### src/rtl/pipe_hazard_unit.sv
// Hazard/forwarding controller for the 5-stage pipeline: stall/flush control plus EXE operand forward selects.
// Define HAZ_PERF_CNT_EN to add saturating stall_count/flush_count performance counters.
module pipe_hazard_unit #(
  parameter int REG_ADDR_W = 3,
  parameter int CNT_W      = 16
) (
  input  logic                  clock,
  input  logic                  reset,
  input  logic                  id_valid,
  input  logic [REG_ADDR_W-1:0] id_rs,
  input  logic [REG_ADDR_W-1:0] id_rt,
  input  logic                  id_rs_used,
  input  logic                  id_rt_used,
  input  logic [REG_ADDR_W-1:0] id_rd,
  input  logic                  id_reg_write,
  input  logic                  id_is_load,
  input  logic                  id_is_branch,
  input  logic                  bra_taken_id,
  input  logic                  bra_taken_exe,
  output logic                  stall,
  output logic                  pc_write,
  output logic                  if_id_write,
  output logic                  if_flush,
  output logic                  ctrl_flush,
  output logic [1:0]            fwd_a_sel,
`ifdef HAZ_PERF_CNT_EN
  output logic [CNT_W-1:0]      stall_count,
  output logic [CNT_W-1:0]      flush_count,
`endif
  output logic [1:0]            fwd_b_sel
);

  typedef struct packed {
    logic                  valid;
    logic [REG_ADDR_W-1:0] rd;
    logic                  wr;
    logic                  is_load;
    logic [REG_ADDR_W-1:0] rs;
    logic [REG_ADDR_W-1:0] rt;
    logic                  rs_used;
    logic                  rt_used;
  } slot_t;

  if (CNT_W < 1 || REG_ADDR_W < 1) begin : g_param_check
    $error("pipe_hazard_unit: CNT_W and REG_ADDR_W must be positive");
  end

  slot_t exe_q, mem_q, wb_q;
  slot_t exe_d, mem_d, wb_d;
  logic  hazard_s;

  // R0 is hardwired zero, so a slot targeting it never produces a hazard or forward.
  function automatic logic slot_writes(input slot_t s, input logic [REG_ADDR_W-1:0] r);
    return s.valid & s.wr & (s.rd == r) & (r != {REG_ADDR_W{1'b0}});
  endfunction

  function automatic logic id_src_hit(input slot_t s);
    return (id_rs_used & slot_writes(s, id_rs)) | (id_rt_used & slot_writes(s, id_rt));
  endfunction

  // A load in MEM has no ALU result yet, so only WB can supply it.
  function automatic logic [1:0] fwd_sel(input logic used, input logic [REG_ADDR_W-1:0] src,
                                         input slot_t mem, input slot_t wb);
    logic [1:0] sel;
    if (!used) begin
      sel = 2'd0;
    end else if (slot_writes(mem, src) && !mem.is_load) begin
      sel = 2'd1;
    end else if (slot_writes(wb, src)) begin
      sel = 2'd2;
    end else begin
      sel = 2'd0;
    end
    return sel;
  endfunction

  // Hazard detection, stall/flush priority and forward selects.
  always_comb begin
    hazard_s    = id_valid & ((exe_q.is_load & id_src_hit(exe_q)) |
                              (id_is_branch & (id_src_hit(exe_q) | (mem_q.is_load & id_src_hit(mem_q)))));
    stall       = 1'b0;
    pc_write    = 1'b1;
    if_id_write = 1'b1;
    if_flush    = 1'b0;
    ctrl_flush  = 1'b0;
    if (bra_taken_exe) begin
      if_flush   = 1'b1;
      ctrl_flush = 1'b1;
    end else if (hazard_s) begin
      stall       = 1'b1;
      pc_write    = 1'b0;
      if_id_write = 1'b0;
      ctrl_flush  = 1'b1;
    end else if (bra_taken_id) begin
      if_flush = 1'b1;
    end else begin
      if_flush = 1'b0;
    end
    fwd_a_sel = fwd_sel(exe_q.rs_used, exe_q.rs, mem_q, wb_q);
    fwd_b_sel = fwd_sel(exe_q.rt_used, exe_q.rt, mem_q, wb_q);
  end

  // Shadow pipeline advance; a bubble carries all-zero fields.
  always_comb begin
    exe_d = '0;
    if (ctrl_flush || !id_valid) begin
      exe_d = '0;
    end else begin
      exe_d.valid   = 1'b1;
      exe_d.rd      = id_rd;
      exe_d.wr      = id_reg_write;
      exe_d.is_load = id_is_load;
      exe_d.rs      = id_rs;
      exe_d.rt      = id_rt;
      exe_d.rs_used = id_rs_used;
      exe_d.rt_used = id_rt_used;
    end
    mem_d = exe_q;
    wb_d  = mem_q;
  end

  // Shadow slot registers.
  always_ff @(posedge clock or posedge reset) begin
    if (reset) begin
      exe_q <= '0;
      mem_q <= '0;
      wb_q  <= '0;
    end else begin
      exe_q <= exe_d;
      mem_q <= mem_d;
      wb_q  <= wb_d;
    end
  end

`ifdef HAZ_PERF_CNT_EN
  logic [CNT_W-1:0] stall_count_q, stall_count_d;
  logic [CNT_W-1:0] flush_count_q, flush_count_d;

  // Saturating counters; they stick at all-ones rather than wrap.
  always_comb begin
    stall_count_d = stall_count_q;
    flush_count_d = flush_count_q;
    if (stall && (stall_count_q != {CNT_W{1'b1}})) begin
      stall_count_d = stall_count_q + {{(CNT_W-1){1'b0}}, 1'b1};
    end else begin
      stall_count_d = stall_count_q;
    end
    if ((if_flush || ctrl_flush) && (flush_count_q != {CNT_W{1'b1}})) begin
      flush_count_d = flush_count_q + {{(CNT_W-1){1'b0}}, 1'b1};
    end else begin
      flush_count_d = flush_count_q;
    end
  end

  // Counter registers.
  always_ff @(posedge clock or posedge reset) begin
    if (reset) begin
      stall_count_q <= {CNT_W{1'b0}};
      flush_count_q <= {CNT_W{1'b0}};
    end else begin
      stall_count_q <= stall_count_d;
      flush_count_q <= flush_count_d;
    end
  end

  assign stall_count = stall_count_q;
  assign flush_count = flush_count_q;
`endif

endmodule

### config.mk
export PLATFORM = sky130hd
export DESIGN_NAME = pipe_hazard_unit
export DESIGN_NICKNAME = d
export VERILOG_FILES = /design/src/rtl/pipe_hazard_unit.sv
export SDC_FILE = /design/constraint.sdc
export NUM_CORES = 1
export LEC_CHECK = 0
export ABC_AREA = 0
export BUFFER_PORTS_ARGS = -buffer_cell sky130_fd_sc_hd__buf_4
export CAP_MARGIN = 20
export CORE_MARGIN = 2
export CORE_UTILIZATION = 52
export DETAILED_ROUTE_END_ITERATION = 12
export PLACE_DENSITY = 0.9
export SYNTH_ARGS = -nofsm -noshare
export SYNTH_HDL_FRONTEND = slang
export SYNTH_SLANG_ARGS = --single-unit
### constraint.sdc
create_clock -name clock -period 1.76 [get_ports clock]
set_input_delay 0.176 -clock clock [delete_from_list [all_inputs] [get_ports clock]]
set_output_delay 0.176 -clock clock [all_outputs]
set_load 0.02 [all_outputs]
==> impl_metrics.json <==
{
  "status": "finished with violations",
  "violations": "negative setup slack",
  "power_uw": 1020,
  "synthTopCellsByArea": "dfrtp_1 53%, xnor2_1 16%, and2_2 8.2%, nand4_1 3.2%, o31ai_1 2.5%",
  "vias": 882,
  "ys_seq_elements": 25,
  "crit_chain": "xnor2_2 > nand4_1 > o22ai_2 > o21ai_1 > nand2b_1 > buf_6",
  "critical_path.endpoint": "ctrl_flush",
  "r2r_slack_ps": -10,
  "reg2reg_depth": 7,
  "cts_sinks": 25,
  "synth_edf_count": 0,
  "overflow": 0,
  "reg2reg_from": "mem_q[11]$_DFF_PP0_",
  "end_kind": "output port",
  "hold_violations": 0,
  "fmax_ghz": 0.497,
  "slew_headroom_pct": 60.5,
  "max-vdd-ir-drop_uv": 780,
  "crit_fanout": 5,
  "fin_nets": 161,
  "finalWorstSetupSlack_ps": -251,
  "slowest_stage": "dfrtp_2",
  "yosys.area_share.simple_pct": 20.0,
  "drv_cap": 0,
  "core_area_mm2": 0.00219,
  "max-clock-path-buffers": 2,
  "wl_per_cell_um": 15.3,
  "yosys.area.top_type_share_pct": 52.7,
  "antenna_found_initial": 0,
  "grt_use_total_pct": 20.1,
  "synthesis.nets": 122,
  "drive_gt1_share_pct": 50.4,
  "numCtsBuffers": 3,
  "cp.depth": 6,
  "synth_xor_area_share_pct": 16.2,
  "rsz0062_at_grt": "true",
  "setup_violations": 15,
  "syn_area_per_cell_um2": 11.5,
  "synth_most_common_cell": "dfrtp_1",
  "min_period_ps": 2010,
  "n_antenna_cell": 0,
  "area_growth_pct": 37.7,
  "dieArea_mm2": 0.00268,
  "muxShareOfSynthArea_pct": 0,
  "cts_tree": "done",
  "insertion_delay_ps": 300,
  "yosysTopAreaCell": "dfrtp_1",
  "power_density_mw_per_mm2": 626,
  "critPathBufInv": 1,
  "drc": 0,
  "tightest_slew_ps": 588,
  "grt_pass1_wl_um": 3930,
  "critical_path_class": "reg -> out",
  "fin_crit_sh_pct": 114,
  "io_buffers": 27,
  "pre_cts_ws_ps": -61.5,
  "drt-pass1-iter-count": 4,
  "arrival_ps": 1830,
  "root_buffer": "clkbuf_4",
  "syn_inst": 103,
  "synth_top_family_by_area": "simple AND/OR/NAND/NOR gates",
  "grt_max_degree": 26,
  "min_path_type": "in -> reg",
  "required_ps": 1580,
  "stdcell_count": 169,
  "drt-vias-per-instance": 5.22,
  "reg2reg_to": "exe_q[5]$_DFF_PP0_",
  "route.antenna.remaining_nets": 0,
  "synthAdderAreaFrac_pct": 0,
  "io_pins": 28,
  "drv_slew": 0,
  "synth-main-ff-cell": "dfrtp_1",
  "grt_pass1_vias": 867,
  "n_fill_cell": 137,
  "leakage_uw": 0.000746,
  "synth_warnings": 0,
  "crit_family": "flip-flops",
  "seq_area_frac_synth_pct": 52.7,
  "synth_compound_area_share_pct": 7.49,
  "crit_path_start_kind": "flip-flop",
  "synth_area_mm2": 0.00119,
  "crit_start": "mem_q[11]$_DFF_PP0_",
  "synthTopCellsByCount": "25 x dfrtp_1, 22 x xnor2_1, 13 x and2_2, 6 x nand4_1, 4 x o31ai_1",
  "rows": 17,
  "start_util_pct": 54.1,
  "synthArstFlopShare_pct": 100,
  "dr.first_iter.drc_count": 17,
  "finalWirelength_um": 2590,
  "fp.dieH_um": 51.8,
  "gp_congestion": 0.854,
  "clk_pin_slew_worst_paths_ps": 130,
  "cts_max_level": 1,
  "skew_ps": 6.23,
  "critPathMaxStageDelay_ps": 500,
  "die-width_um": 51.8,
  "ys_types": 28,
  "fin_util_pct": 74.5,
  "place_inst": 154
}
-- worst reg2reg max path: cells and delay by family, from the launching register on --
kind | cells | cell delay [ps]
buffers and inverters | 2 | 310
AND/OR/NAND/NOR | 3 | 370
AO/OA/AOI/OAI | 1 | 300
flip-flops | 1 | 500
XOR/XNOR | 1 | 190
-- layer usage --
layer | share of wire (%) | track usage [%]
met5 | 0 | 0
met4 | 0.77 | 6.58
met3 | 3.4 | 2.59
met2 | 56 | 34.8
met1 | 40 | 26.1
-- report_power, final --
| group | switching, uW | leakage, uW | internal, uW | total (uW) |
|---|---|---|---|---|
| Clock | 155 | 0.0000177 | 84.5 | 239 |
| Combinational | 68.3 | 0.000398 | 93.7 | 162 |
| Sequential | 24.2 | 0.000330 | 598 | 622 |
-- what timing repair did --
| action | in CTS | in global routing |
|---|---|---|
| gates cloned | 0 | 0 |
| endpoints found under the setup margin | 20 | 22 |
| setup buffers | 6 | 4 |
| gates resized for setup | 15 | 11 |
| pin swaps | 10 | 12 |
| hold buffers | 1 | 0 |
| hold endpoints to repair | 25 | 0 |
-- worst min path at each step --
stage / from / endpoint / slack (ps) / depth (start not counted)
2_1_floorplan: reset / exe_q[0]$_DFF_PP0_ / 200 / 1
3_3_place_gp: reset / exe_q[12]$_DFF_PP0_ / 230 / 3
3_5_place_dp: reset / exe_q[8]$_DFF_PP0_ / 240 / 3
4_1_cts: id_rd[2] / exe_q[12]$_DFF_PP0_ / 80 / 2
5_1_grt: id_rd[2] / exe_q[12]$_DFF_PP0_ / 60 / 2
6_report: id_rd[1] / exe_q[11]$_DFF_PP0_ / 80 / 2
-- metrics by stage --
| step | TNS (ps) | hold slack, ps | cell area, um^2 |
|---|---|---|---|
| 2_1_floorplan | 0 | 203 | 1190 |
| 3_3_place_gp | 0 | 234 | 1400 |
| 6_report | -1220 | 82.6 | 1630 |
| 4_1_cts | -486 | 78.5 | 1540 |
| 5_1_grt | -2950 | 60.7 | 1630 |
| 3_5_place_dp | -717 | 241 | 1400 |
-- cell families (layout without fill, tap and decap cells) --
| logic type | Yosys count | count (layout) |
|---|---|---|
| flip-flops | 25 | 25 |
| AO/OA/AOI/OAI | 13 | 13 |
| XOR/XNOR | 22 | 22 |
| buffers and inverters | 7 | 45 |
| AND/OR/NAND/NOR | 36 | 36 |
-- final cells by class --
cell class	instances	area, um^2	area share (%)
Clock buffer	3	22.5	1.38
Tap cell	28	35.0	2.15
Sequential cell	25	629	38.5
Timing Repair Buffer	39	325	19.9
Multi-Input combinational cell	71	608	37.2
Clock inverter	1	5.00	0.307
Inverter	2	7.51	0.460
-- layout by cell type (no fill, tap or decap), types with 3 or more instances in the layout --
| master | instances |
|---|---|
| and2_2 | 13 |
| buf_4 | 30 |
| buf_6 | 8 |
| clkbuf_4 | 3 |
| dfrtp_1 | 22 |
| dfrtp_2 | 3 |
| nand4_1 | 6 |
| o31ai_1 | 4 |
| xnor2_1 | 18 |
| xnor2_2 | 4 |
-- flip-flops by register name, indices dropped and copies added (netlist names) --
register	flops
exe_q	14
mem_q	6
wb_q	5
(Power assumes the default switching activity.)
